**src/rtl/uart_pkg.sv**
```systemverilog
// Shared UART definitions used by uart_rx and uart_tx.
// Holds the frame format constants, the receiver state encoding and the
// baud divisor helper, so both directions of the link agree on timing.
package uart_pkg;

  // 8N1 frame format.
  localparam int unsigned DATA_BITS = 8;
  localparam int unsigned STOP_BITS = 1;

  // Receiver FSM states. The encoding is fixed so that external tools and
  // older logic that probe the state register keep working.
  typedef enum logic [1:0] {
    ST_IDLE  = 2'd0,
    ST_START = 2'd1,
    ST_DATA  = 2'd2,
    ST_STOP  = 2'd3
  } rx_state_t;

  // System clocks per bit, rounded down (integer division).
  function automatic int unsigned baud_div(input int unsigned clk_freq,
                                           input int unsigned bps);
    return clk_freq / bps;
  endfunction

endpackage

```
**src/rtl/uart_sync.sv**
```systemverilog
// N-flop synchronizer for a single asynchronous input bit.
//
// Parameters:
//   N       - number of flops in the chain (at least 2)
//   RST_VAL - value every flop takes during reset
// Ports:
//   clk   - destination clock domain, rising edge
//   rst_n - asynchronous active-low reset
//   d_i   - asynchronous input
//   q_o   - synchronized output (last flop of the chain)
module uart_sync #(
  parameter int unsigned N       = 2,
  parameter logic        RST_VAL = 1'b1
) (
  input  logic clk,
  input  logic rst_n,
  input  logic d_i,
  output logic q_o
);

  if (N < 2) begin : gen_bad_depth
    $error("uart_sync: N must be at least 2");
  end

  logic [N-1:0] sync_q;

  always_ff @(posedge clk or negedge rst_n) begin
    if (!rst_n) begin
      sync_q <= {N{RST_VAL}};
    end else begin
      sync_q <= {sync_q[N-2:0], d_i};
    end
  end

  assign q_o = sync_q[N-1];

endmodule

```
**src/rtl/uart_rx.sv**
```systemverilog
// UART receiver for 8N1 frames (1 start, 8 data LSB-first, 1 stop, no parity).
// Each bit is sampled once at its middle using a system-clock baud counter.
// A good frame updates uart_rx_data and pulses uart_rx_done; a low stop bit
// pulses uart_rx_frame_err and leaves uart_rx_data untouched.
//
// Parameters:
//   CLK_FREQ - system clock frequency in Hz
//   UART_BPS - baud rate
// Ports:
//   clk               - system clock, rising edge
//   rst_n             - asynchronous active-low reset
//   uart_rxd          - serial RX pin, asynchronous, idles high
//   uart_rx_data      - last correctly received byte, held until the next good frame
//   uart_rx_done      - one-cycle pulse, uart_rx_data valid in that cycle
//   uart_rx_frame_err - one-cycle pulse, stop bit was sampled low
//   uart_rx_busy      - high while a frame is in progress
module uart_rx
  import uart_pkg::*;
#(
  parameter int unsigned CLK_FREQ = 50_000_000,
  parameter int unsigned UART_BPS = 115200
) (
  input  logic                 clk,
  input  logic                 rst_n,
  input  logic                 uart_rxd,
  output logic [DATA_BITS-1:0] uart_rx_data,
  output logic                 uart_rx_done,
  output logic                 uart_rx_frame_err,
  output logic                 uart_rx_busy
);

  localparam int unsigned BAUD_CNT_MAX = baud_div(CLK_FREQ, UART_BPS);
  localparam int unsigned HALF_BIT     = BAUD_CNT_MAX / 2;

  if (BAUD_CNT_MAX < 4 || BAUD_CNT_MAX > 65535) begin : gen_bad_baud
    $error("uart_rx: CLK_FREQ / UART_BPS must lie in 4..65535");
  end

  // Terminal counts: half a bit from the start edge to mid-start, then one
  // full bit between consecutive mid-bit sample points.
  localparam logic [15:0] HALF_LAST = 16'(HALF_BIT - 1);
  localparam logic [15:0] BAUD_LAST = 16'(BAUD_CNT_MAX - 1);

  localparam int unsigned          IDX_W    = $clog2(DATA_BITS);
  localparam logic [IDX_W-1:0]     IDX_LAST = IDX_W'(DATA_BITS - 1);

  // ---------------------------------------------------------------------------
  // Input synchronizer and falling-edge detect
  // ---------------------------------------------------------------------------
  logic rxd_s;
  logic rxd_dly_q;
  logic rxd_fall;

  uart_sync #(
    .N       (2),
    .RST_VAL (1'b1)
  ) u_sync (
    .clk   (clk),
    .rst_n (rst_n),
    .d_i   (uart_rxd),
    .q_o   (rxd_s)
  );

  // Reset high so that a line already low at reset release is not taken as
  // a start edge.
  always_ff @(posedge clk or negedge rst_n) begin
    if (!rst_n) begin
      rxd_dly_q <= 1'b1;
    end else begin
      rxd_dly_q <= rxd_s;
    end
  end

  assign rxd_fall = rxd_dly_q & ~rxd_s;

  // ---------------------------------------------------------------------------
  // Receive FSM, baud counter and data path
  // ---------------------------------------------------------------------------
  rx_state_t              state_q,    state_d;
  logic [15:0]            baud_cnt_q, baud_cnt_d;
  logic [IDX_W-1:0]       bit_idx_q,  bit_idx_d;
  logic [DATA_BITS-1:0]   shift_q,    shift_d;
  logic [DATA_BITS-1:0]   data_q,     data_d;
  logic                   done_q,     done_d;
  logic                   err_q,      err_d;

  always_comb begin
    state_d    = state_q;
    baud_cnt_d = baud_cnt_q;
    bit_idx_d  = bit_idx_q;
    shift_d    = shift_q;
    data_d     = data_q;
    done_d     = 1'b0;
    err_d      = 1'b0;

    unique case (state_q)
      ST_IDLE: begin
        baud_cnt_d = '0;
        if (rxd_fall) begin
          state_d = ST_START;
        end
      end

      // Re-check the line at mid-start; a high level means the edge was a
      // glitch and we drop back silently.
      ST_START: begin
        if (baud_cnt_q == HALF_LAST) begin
          baud_cnt_d = '0;
          if (!rxd_s) begin
            state_d   = ST_DATA;
            bit_idx_d = '0;
          end else begin
            state_d = ST_IDLE;
          end
        end else begin
          baud_cnt_d = baud_cnt_q + 16'd1;
        end
      end

      // LSB arrives first, so shift right and insert at the MSB.
      ST_DATA: begin
        if (baud_cnt_q == BAUD_LAST) begin
          baud_cnt_d = '0;
          shift_d    = {rxd_s, shift_q[DATA_BITS-1:1]};
          bit_idx_d  = bit_idx_q + 1'b1;
          if (bit_idx_q == IDX_LAST) begin
            state_d = ST_STOP;
          end
        end else begin
          baud_cnt_d = baud_cnt_q + 16'd1;
        end
      end

      // Leave at mid-stop-bit so a back-to-back start edge is not missed.
      ST_STOP: begin
        if (baud_cnt_q == BAUD_LAST) begin
          baud_cnt_d = '0;
          state_d    = ST_IDLE;
          if (rxd_s) begin
            data_d = shift_q;
            done_d = 1'b1;
          end else begin
            err_d = 1'b1;
          end
        end else begin
          baud_cnt_d = baud_cnt_q + 16'd1;
        end
      end

      default: begin
        state_d    = ST_IDLE;
        baud_cnt_d = '0;
      end
    endcase
  end

  always_ff @(posedge clk or negedge rst_n) begin
    if (!rst_n) begin
      state_q    <= ST_IDLE;
      baud_cnt_q <= '0;
      bit_idx_q  <= '0;
      shift_q    <= '0;
      data_q     <= '0;
      done_q     <= 1'b0;
      err_q      <= 1'b0;
    end else begin
      state_q    <= state_d;
      baud_cnt_q <= baud_cnt_d;
      bit_idx_q  <= bit_idx_d;
      shift_q    <= shift_d;
      data_q     <= data_d;
      done_q     <= done_d;
      err_q      <= err_d;
    end
  end

  assign uart_rx_data      = data_q;
  assign uart_rx_done      = done_q;
  assign uart_rx_frame_err = err_q;
  assign uart_rx_busy      = (state_q != ST_IDLE);

endmodule

```
**config.mk**
```make
export PLATFORM = sky130hd
export DESIGN_NAME = uart_rx
export DESIGN_NICKNAME = d
export VERILOG_FILES = /design/src/rtl/uart_pkg.sv /design/src/rtl/uart_sync.sv /design/src/rtl/uart_rx.sv
export SDC_FILE = /design/constraint.sdc
export NUM_CORES = 1
export LEC_CHECK = 0
export ABC_AREA = 0
export CAP_MARGIN = 0
export CELL_PAD_IN_SITES_DETAIL_PLACEMENT = 1
export CELL_PAD_IN_SITES_GLOBAL_PLACEMENT = 1
export CORE_MARGIN = 4
export CORE_UTILIZATION = 40
export DETAILED_ROUTE_END_ITERATION = 8
export MAX_ROUTING_LAYER = met4
export PLACE_DENSITY = 0.74
export SLEW_MARGIN = 15
export SYNTH_ARGS = -nofsm -noshare
export SYNTH_HDL_FRONTEND = slang
export SYNTH_SLANG_ARGS = --single-unit
export TNS_END_PERCENT = 5
```
**constraint.sdc**
```tcl
create_clock -name clk -period 2.28 [get_ports clk]
set_input_delay 0.456 -clock clk [delete_from_list [all_inputs] [get_ports clk]]
set_output_delay 0.456 -clock clk [all_outputs]
set_load 0.02 [all_outputs]
```
==> results.md, run 1 <==
* Setup crit start kind: register
* Netlist area before placement at 1950 sq um
* Max Clk Rate at 418 MHz
* Count of pins over their slew limit at 0
* Worst hold path class: input pin to asynchronous set/reset pin
* Setup Crit Path Kind: register to register
* P_sw at 0.493 mW
* Clock latency on the worst-skew pair at 0.30 ns
* RSZ-0062 raised after global routing: yes
* Number of max-cap violations at 0
* Core Box Area at 4720 sq um
* CTS Buf Count at 5
* Power Total at 1.68 mW
* Largest family of logic cells by synthesized area: simple AND/OR/NAND/NOR gates
* Drt total wl at 4490 microns
* Slowest CP cell: or4_4
* Finished Core Util at 53.1%
* Fill count at 515
* Root buffer cell: clkbuf_8
* Yosys reg bits at 42
* Mapped Cells at 164
* Endpoints failing hold at 0
* Buf/Inv on CP at 0
* Setup TNS at -1.23 ns
* XOR/XNOR share of the synthesized area at 4.95%
* Setup crit end kind: register
* DR pass1 iterations at 4
* Post-synthesis compound-gate area fraction at 4.75%
* Post-Synth Adder-Cell Area at 3.21%
* First-pass GRT wire length at 7600 microns
* Status: finished with violations
* Gp weighted congestion at 0.843
* Total vias in the final route at 1,403
* Mux share of post-synthesis cell area at 11.8%
* Clk pwr share at 29.6%
* Syn avg cell area at 11.9 sq um
* Dpl hpwl at 3100 microns
* Die Area at 6050 sq um
* Initial core utilization at 41.2%
* CTS H-tree lvls at 2
* Clk buf depth at 2
* Layout Skew at 0.0144 ns
* Async set-reset flop share out of synthesis at 100%
* Layout Area Growth over Synthesis at 28.7%
* Worst Max-Slew Pin Slew at 0.634 ns
* CTS tree: built
* DIE HEIGHT at 77.8 microns
* Critical Path Source: baud_cnt_q[11]
* Crit-path cells: or4_4, or4_4, or3_4, mux2_4
* Crit-path max FO at 8
* Synth Warn # at 0
* Most used DFF post-synth: dfrtp_1
* Share of layout cells above drive strength 1 at 32.0%
* Crit path DAT at 2.58 ns
* Vias in the first global route at 1,582
* Max incr delay on CP at 0.57 ns
* Post-Place Setup Slack at -0.142 ns
* Final nets at 213
* GRT overflow at 0
* Worst EP required at 2.47 ns
* Yosys cell types at 38
* Synth Net Count at 172
* IO Count at 14
* Power Internal at 1.19 mW
* Fin crit period at 2.39 ns
* Mean routed wirelength per cell at 16.5 microns
* DRC at 0
* R2R Path Start: baud_cnt_q[11]
* Total Routing Usage GR at 16.5%
* Delay-heaviest family, CP: simple AND/OR/NAND/NOR gates
* Iter 0 DRT Violations at 41
* CTS sink cnt at 42
* CP dominant cell by count: or4_4
* Vias per inst at 5.14
* Sequential share of power at 49.5%
* Failing checks: negative setup slack
* EDFF count, synth at 0
* PD cells at 672 nW/um^2
* Slew margin rel. at 57.3%
* Largest net degree at the start of global routing at 25
* Clk slew on worst S/H paths at 0.09 ns
* Sequential share of the synthesized area at 54.1%
* Sw Share at 29.3%
* Worst Slack Setup Final at -0.110 ns
* Leak at 1.16 nW
* Ant. Diodes at 0
* Max VDD drop at 339 uV
* Core Rows at 25
* Port bufs at 13
* Period utilization at 105%
* Combinational share of power at 20.9%
* Antenna-violating nets left at 0
* Die X at 77.8 microns
* Initial antenna violation count at 0
* Number of setup violations in the final report at 17
* Synth Area in Simple Gates at 17.9%
[cell usage after synthesis (3+ instances only)]
cell | number | area share (%)
inv_1 | 8 | 1.5
nand3_1 | 7 | 1.8
o21ai_0 | 3 | 0.77
nand2_1 | 6 | 1.2
nor2_1 | 14 | 2.7
nand4b_1 | 3 | 1.3
a21oi_1 | 5 | 1.3
mux2_2 | 8 | 4.6
ha_1 | 5 | 3.2
or3_1 | 3 | 0.96
nand4_1 | 4 | 1.3
xor2_1 | 5 | 2.2
dfrtp_1 | 39 | 50
clkbuf_1 | 4 | 0.77
xnor2_1 | 6 | 2.7
nor3_1 | 3 | 0.77
mux2_4 | 8 | 6.2
dfstp_2 | 3 | 4.0
[layer usage]
metal	up-vias	routed length, microns	GRT usage [%]
li1	656	-	-
met1	717	1860	18.0
met2	22	2410	29.4
met3	8	149	3.71
met4	0	70	5.69
met5	-	0	-
[power by group through the flow]
stage	Clock, mW	Combinational [mW]	Sequential, mW
after detailed placement	0	0.320	0.848
after floorplan	0	0.167	0.847
final	0.498	0.352	0.834
after global routing	0.551	0.390	0.840
after CTS	0.514	0.361	0.834
after global placement	0	0.306	0.845
[registers in the layout, indices dropped and copies added, names as in the netlist, named ones only]
| name | flops |
|---|---|
| uart_rx_data | 8 |
| uart_rx_frame_err | 1 |
| shift_q | 8 |
| uart_rx_done | 1 |
| rxd_dly_q | 1 |
| baud_cnt_q | 16 |
| bit_idx_q | 3 |
| state_q | 1 |
| u_sync.sync_q | 2 |
[worst reg2reg max path, stage by stage (launching register included)]
cell     delay [ns]
dfrtp_1        0.39
or4_4          0.57
or4_4          0.54
or3_4          0.44
mux2_4         0.34
[cell usage in the layout (no fill, tap or decap), drive strengths merged, types with 6 or more instances in the layout]
cell type	instances
or4	6
inv	9
buf	27
nand3	7
dfrtp	39
clkdlybuf4s50	12
nand2	6
nor2	15
mux2	16
xnor2	6
[through the flow]
stage | instance area [sq um] | hold WS (ns) | std cells
2_1_floorplan | 1950 | 0.160 | 164
3_3_place_gp | 2320 | 0.347 | 262
3_5_place_dp | 2320 | 0.352 | 262
4_1_cts | 2480 | 0.120 | 272
5_1_grt | 2510 | 0.146 | 273
6_report | 2510 | 0.114 | 273
[final timing paths]
| kind | end | slack [ns] | depth (start not counted) |
|---|---|---|---|
| setup / recovery | uart_rx_data[3] | -0.11 | 4 |
| min in group clk | u_sync.sync_q[1] | 0.36 | 0 |
| hold reg to reg | u_sync.sync_q[1] | 0.36 | 0 |
| hold / removal | bit_idx_q[0] | 0.11 | 1 |
| setup reg to reg | uart_rx_data[3] | -0.11 | 4 |
| max in group asynchronous | rxd_dly_q | 1.56 | 2 |
[timing repair]
action / CTS / global route
gates resized for setup: 7 / 8
pin swaps: 4 / 5
endpoints found under the setup margin: 37 / 35
setup buffers: 1 / 2
cloned: 1 / 0
hold buffers: 0 / 0
[cell type report]
cell class              count  area [sq um]  share of cell area (%)
flip-flops and latches     42          1050                    42.1
multi-input cells         108           870                    34.7
repair buffers             40           377                    15.0
well taps                  67          83.8                    3.34
clock buffers               5          68.8                    2.74
inverters                   8          30.0                    1.20
clock inverters             3          23.8                   0.948
[cells by family (layout without fill, tap and decap cells)]
family / Yosys count / after routing
flip-flops: 42 / 42
AND/OR/NAND/NOR: 60 / 60
buffers and inverters: 14 / 56
AO/OA/AOI/OAI: 14 / 14
multiplexers: 18 / 18
XOR/XNOR: 11 / 11
adder cells (fa/ha/maj): 5 / 5
Note: power is estimated with default switching activity, not from simulation.
==> run 2: changes to the inputs <==
--- a/config.mk
+++ b/config.mk
@@ -11,6 +11,7 @@
 export CELL_PAD_IN_SITES_GLOBAL_PLACEMENT = 1
 export CORE_MARGIN = 4
 export CORE_UTILIZATION = 40
+export CTS_CLUSTER_SIZE = 30
 export DETAILED_ROUTE_END_ITERATION = 8
 export MAX_ROUTING_LAYER = met4
 export PLACE_DENSITY = 0.74
@@ -18,4 +19,4 @@
 export SYNTH_ARGS = -nofsm -noshare
 export SYNTH_HDL_FRONTEND = slang
 export SYNTH_SLANG_ARGS = --single-unit
-export TNS_END_PERCENT = 5
+export TNS_END_PERCENT = 50
==> run 2 against run 1 <==
Effect of this change: power up 4.2%; global-route usage rose by 0.19 points; flip-flop and latch count stayed put; critical endpoint is now uart_rx_data[6]; count of clock-buffer cells in the layout unchanged; register-to-register slack better by 0.07 ns; non-clock buffer count is 2 higher; final area is 0.15% lower; combinational power down 1%; first-iteration DRC count fell by 2.4%; the flow still finishes with violations (negative setup slack); sequential share of layout area rose by 0.063 points; core utilization is 0.079 points lower; highest routed layer unchanged; critical path depth unchanged; largest power group unchanged.
==> results.md, run 2 (same netlist as run 1, synthesis figures left out) <==
* R2R Path Start: baud_cnt_q[15]
* Clk buf depth at 2
* First-pass GRT wire length at 7600 microns
* Buf/Inv on CP at 0
* Slew margin rel. at 55.4%
* CTS sink cnt at 42
* Initial antenna violation count at 0
* Layout Area Growth over Synthesis at 28.5%
* Delay-heaviest family, CP: simple AND/OR/NAND/NOR gates
* Setup crit start kind: register
* Setup crit end kind: register
* IO Count at 14
* Fin crit period at 2.32 ns
* Post-DP Area at 2320 sq um
* Worst EP required at 2.46 ns
* Ant. Diodes at 0
* Drt total wl at 4350 microns
* Reg2reg setup slack at -0.04 ns
* Max Clk Rate at 431 MHz
* DRC at 0
* R2R depth at 4
* Antenna-violating nets left at 0
* Setup Crit Path Kind: register to register
* Finished Core Util at 53.0%
* Final nets at 215
* Number of max-cap violations at 0
* Mean routed wirelength per cell at 15.8 microns
* Crit-path max FO at 8
* Count of pins over their slew limit at 0
* Number of setup violations in the final report at 16
* Endpoints failing hold at 0
* Commonest non-fill, non-tap cells in the layout: dfrtp_1 (39), buf_4 (26), nor2_1 (14)
* Root buffer cell: clkbuf_8
* Crit-path cells: or4_4, or4_4, or3_4, mux2_4
* Slowest CP cell: or4_4
* Commonest non-fill, non-tap cell in the layout: dfrtp_1
* Post-route cell area at 2500 sq um
* Share of layout cells above drive strength 1 at 33.2%
* Post-Place Setup Slack at -0.182 ns
* Worst hold path class: input pin to asynchronous set/reset pin
* Crit path DAT at 2.50 ns
* Period utilization at 102%
* Die Area at 6050 sq um
* Vias in the first global route at 1,566
* Gp weighted congestion at 0.845
* Max VDD drop at 422 uV
* Stages on worst setup path at 4
* Status: finished with violations
* Initial core utilization at 41.2%
* CTS tree: built
* Total Routing Usage GR at 16.7%
* Worst hold slack at 0.101 ns
* Power Total at 1.75 mW
* Largest net degree at the start of global routing at 22
* Core Rows at 25
* DIE HEIGHT at 77.8 microns
* Worst Slack Setup Final at -0.0421 ns
* DR pass1 iterations at 4
* Critical Path Source: baud_cnt_q[15]
* PD cells at 701 nW/um^2
* Worst Max-Slew Pin Slew at 0.663 ns
* Fill count at 513
* Port bufs at 13
* RSZ-0062 raised after global routing: yes
* Largest register FFs at 16
* CP dominant cell by count: or4_4
* Failing checks: negative setup slack
* CTS Buf Count at 5
* Vias per inst at 5.04
* Die X at 77.8 microns
* GRT overflow at 0
* Dpl hpwl at 3230 microns
* Max incr delay on CP at 0.54 ns
* Core Box Area at 4720 sq um
* Clk slew on worst S/H paths at 0.08 ns
* Top reg by flops: baud_cnt_q
* Layout Skew at 0.00352 ns
* Iter 0 DRT Violations at 40
* Clock latency on the worst-skew pair at 0.29 ns
* Total vias in the final route at 1,385
* CTS H-tree lvls at 2
* Leak at 1.18 nW
## run 2: cell count changes in the layout (fill, tap and decap cells not counted), moves of 2 or more
cell	previous run	this run
mux2_2	1	8
mux2_4	15	8
buf_4	22	26
buf_6	3	1
clkinv_2	0	2
clkinvlp_4	2	0
## run 2: report_power, final
group	leakage (nW)	total [mW]	switching, mW	internal [mW]
Combinational	0.551	0.347	0.178	0.170
Clock	0.0579	0.572	0.250	0.322
Sequential	0.566	0.835	0.0418	0.793
Total	1.18	1.75	0.469	1.29
## run 2: worst paths after layout
path,end
setup / recovery,uart_rx_data[6]
hold / removal,bit_idx_q[0]
setup reg to reg,uart_rx_data[6]
hold reg to reg,u_sync.sync_q[1]
max in group asynchronous,shift_q[1]
min in group clk,u_sync.sync_q[1]
## run 2: stage by stage
step / cells / setup TNS, ns
after detailed placement: 262 / -2.72
after global routing: 275 / -2.55
after CTS: 272 / -2.30
after global placement: 262 / -1.12
final: 275 / -0.476
after floorplan: 164 / -1.16
## run 2: repair_timing
item,in CTS,in global routing
gates resized for setup,7,1
gates cloned,1,0
setup buffers,1,4
endpoints found under the setup margin,37,32
pin swaps,5,3
hold buffers,0,0
## run 2: metal layers
layer	vias up	part of all wire, %	global-route usage [%]
li1	664	-	-
met1	694	40	18.1
met2	18	55	29.3
met3	9	2.4	3.48
met4	0	2.0	7.30
met5	-	0	-
## run 2: layout make-up
class | count | area [sq um] | area share [%]
sequential | 42 | 1050 | 42.1
multi-input combinational | 108 | 850 | 33.9
clock buffer | 5 | 68.8 | 2.75
timing repair buffer | 42 | 377 | 15.0
tap | 67 | 83.8 | 3.35
clock inverter | 3 | 40.0 | 1.60
inverter | 8 | 30.0 | 1.20
==> run 3: changes to the inputs <==
--- a/config.mk
+++ b/config.mk
@@ -13,8 +13,9 @@
 export CORE_UTILIZATION = 40
 export CTS_CLUSTER_SIZE = 30
 export DETAILED_ROUTE_END_ITERATION = 8
+export DONT_BUFFER_PORTS = 1
 export MAX_ROUTING_LAYER = met4
-export PLACE_DENSITY = 0.74
+export PLACE_DENSITY = 0.7
 export SLEW_MARGIN = 15
 export SYNTH_ARGS = -nofsm -noshare
 export SYNTH_HDL_FRONTEND = slang
==> run 3 against run 2 <==
Effect of this change: the flow still finishes with violations (negative setup slack); cell count shrank 4.7%; sequential power hardly changed; via count decreased by 5.0%; fmax up 0.69%.
==> results.md, run 3 (same netlist as run 1, synthesis figures left out) <==
* Status: finished with violations
* Failing checks: negative setup slack
* CTS tree: built
* Clk buf depth at 2
* Commonest non-fill, non-tap cell in the layout: dfrtp_1
* Top reg by flops: baud_cnt_q
* IO Count at 14
* Worst Slack Setup Final at -0.0261 ns
* Leak at 1.12 nW
* RSZ-0062 raised after global routing: yes
* Delay-heaviest family, CP: simple AND/OR/NAND/NOR gates
* Mean routed wirelength per cell at 15.0 microns
* Clock latency on the worst-skew pair at 0.30 ns
* Final nets at 202
* Max VDD drop at 372 uV
* Largest register FFs at 16
* Slew margin rel. at 75.4%
* Initial core utilization at 41.2%
* Gp weighted congestion at 0.766
* Die X at 77.8 microns
* Placed cells at 249
* Clk pwr share at 29.2%
* Post-route cell area at 2400 sq um
* Sw Share at 29.4%
* Core Rows at 25
* DRC at 0
* Fin crit period at 2.31 ns
* DIE HEIGHT at 77.8 microns
* Setup TNS at -0.290 ns
* Setup crit start kind: register
* Final std cells w/o fill at 262
* PD cells at 701 nW/um^2
* First-pass GRT wire length at 6800 microns
* Crit-path max FO at 8
* Total Routing Usage GR at 14.8%
* Iter 0 DRT Violations at 32
* Crit-path cells: or4_4, or4_4, or3_4, mux2_4
* Share of layout cells above drive strength 1 at 34.9%
* CTS sink cnt at 42
* Dpl hpwl at 2800 microns
* Die Area at 6050 sq um
* GRT overflow at 0
* Crit path DAT at 2.49 ns
* Largest net degree at the start of global routing at 43
* Commonest non-fill, non-tap cells in the layout: dfrtp_1 (39), buf_4 (22), nor2_1 (14)
* Combinational share of power at 21.1%
* Max Clk Rate at 434 MHz
* Initial antenna violation count at 0
* CP dominant cell by count: or4_4
* Worst Max-Slew Pin Slew at 0.369 ns
* Power Internal at 1.19 mW
* Sequential share of power at 49.6%
* Antenna-violating nets left at 0
* Number of max-cap violations at 0
* CTS Buf Count at 5
* Post-DP Area at 2190 sq um
* Ant. Diodes at 0
* Finished Core Util at 50.8%
* Max incr delay on CP at 0.54 ns
* CTS H-tree lvls at 2
* Slowest CP cell: or4_4
* DR pass1 iterations at 4
* Vias in the first global route at 1,411
* Endpoints failing hold at 0
* P_sw at 0.495 mW
* Port bufs at 0
* Worst EP required at 2.46 ns
* Worst hold path class: input pin to register
* Setup crit end kind: register
* Number of setup violations in the final report at 16
* Root buffer cell: clkbuf_8
* Total vias in the final route at 1,316
* Period utilization at 101%
* Clk slew on worst S/H paths at 0.08 ns
* Drt total wl at 3940 microns
* Setup Crit Path Kind: register to register
* Vias per inst at 5.02
* Core Box Area at 4720 sq um
* Count of pins over their slew limit at 0
* Buf/Inv on CP at 0
* Layout Skew at 0.0123 ns
* Layout Area Growth over Synthesis at 23.2%
==> run 3: per-layer routing <==
metal | vias up | GRT usage, % | share of wire (%)
met1 | 663 | 16.6 | 44
li1 | 637 | - | -
met5 | - | - | 0
met4 | 0 | 3.74 | 0.38
met2 | 14 | 25.3 | 53
met3 | 2 | 4.87 | 3.2
==> run 3: worst reg2reg max path, cell delays in order (launching register included) <==
cell and delay (ns):
dfrtp_1 0.39, or4_4 0.54, or4_4 0.52, or3_4 0.43, mux2_4 0.33
==> run 3: cell type report <==
| type | count | area, sq um |
|---|---|---|
| clock buffer | 5 | 68.8 |
| clock inverter | 3 | 23.8 |
| fill | 490 | 2320 |
| inverter | 8 | 30.0 |
| multi-input combinational | 108 | 858 |
| sequential | 42 | 1050 |
| tap | 67 | 83.8 |
| timing repair buffer | 29 | 282 |
==> run 3: power groups by stage <==
stage / logic (mW) / clock network (mW) / registers [mW]
5_1_grt: 0.390 / 0.550 / 0.844
2_1_floorplan: 0.169 / 0 / 0.847
4_1_cts: 0.356 / 0.515 / 0.837
3_3_place_gp: 0.283 / 0 / 0.843
3_5_place_dp: 0.296 / 0 / 0.849
6_report: 0.356 / 0.492 / 0.836
==> run 3: what timing repair did <==
item                                   in CTS  in global routing
endpoints found under the hold margin      42                  0
hold buffers                                2                  0
pin swaps                                   5                  1
gates resized for setup                     7                  5
setup endpoints to repair                  37                 32
gates cloned                                1                  1
buffers inserted                            1                  1
==> run 3: through the flow <==
stage | worst slack, ns | power [mW] | hold slack [ns]
2_1_floorplan | -0.0968 | 1.02 | 0.160
3_3_place_gp | -0.0815 | 1.13 | 0.161
3_5_place_dp | -0.120 | 1.15 | 0.161
4_1_cts | -0.0658 | 1.71 | 0.135
5_1_grt | -0.0805 | 1.78 | 0.121
6_report | -0.0261 | 1.68 | 0.148
==> run 3: final timing paths <==
check / slack (ns) / depth (start not counted) / end / from
worst min register to register: 0.36 / 0 / u_sync.sync_q[1] / u_sync.sync_q[0]
min in group asynchronous: 0.61 / 2 / bit_idx_q[2] / rst_n
worst max register to register: -0.03 / 4 / uart_rx_data[0] / baud_cnt_q[13]
worst min-delay path: 0.15 / 0 / u_sync.sync_q[0] / uart_rxd
max in group asynchronous: 1.40 / 2 / u_sync.sync_q[0] / rst_n
worst max-delay path: -0.03 / 4 / uart_rx_data[0] / baud_cnt_q[13]
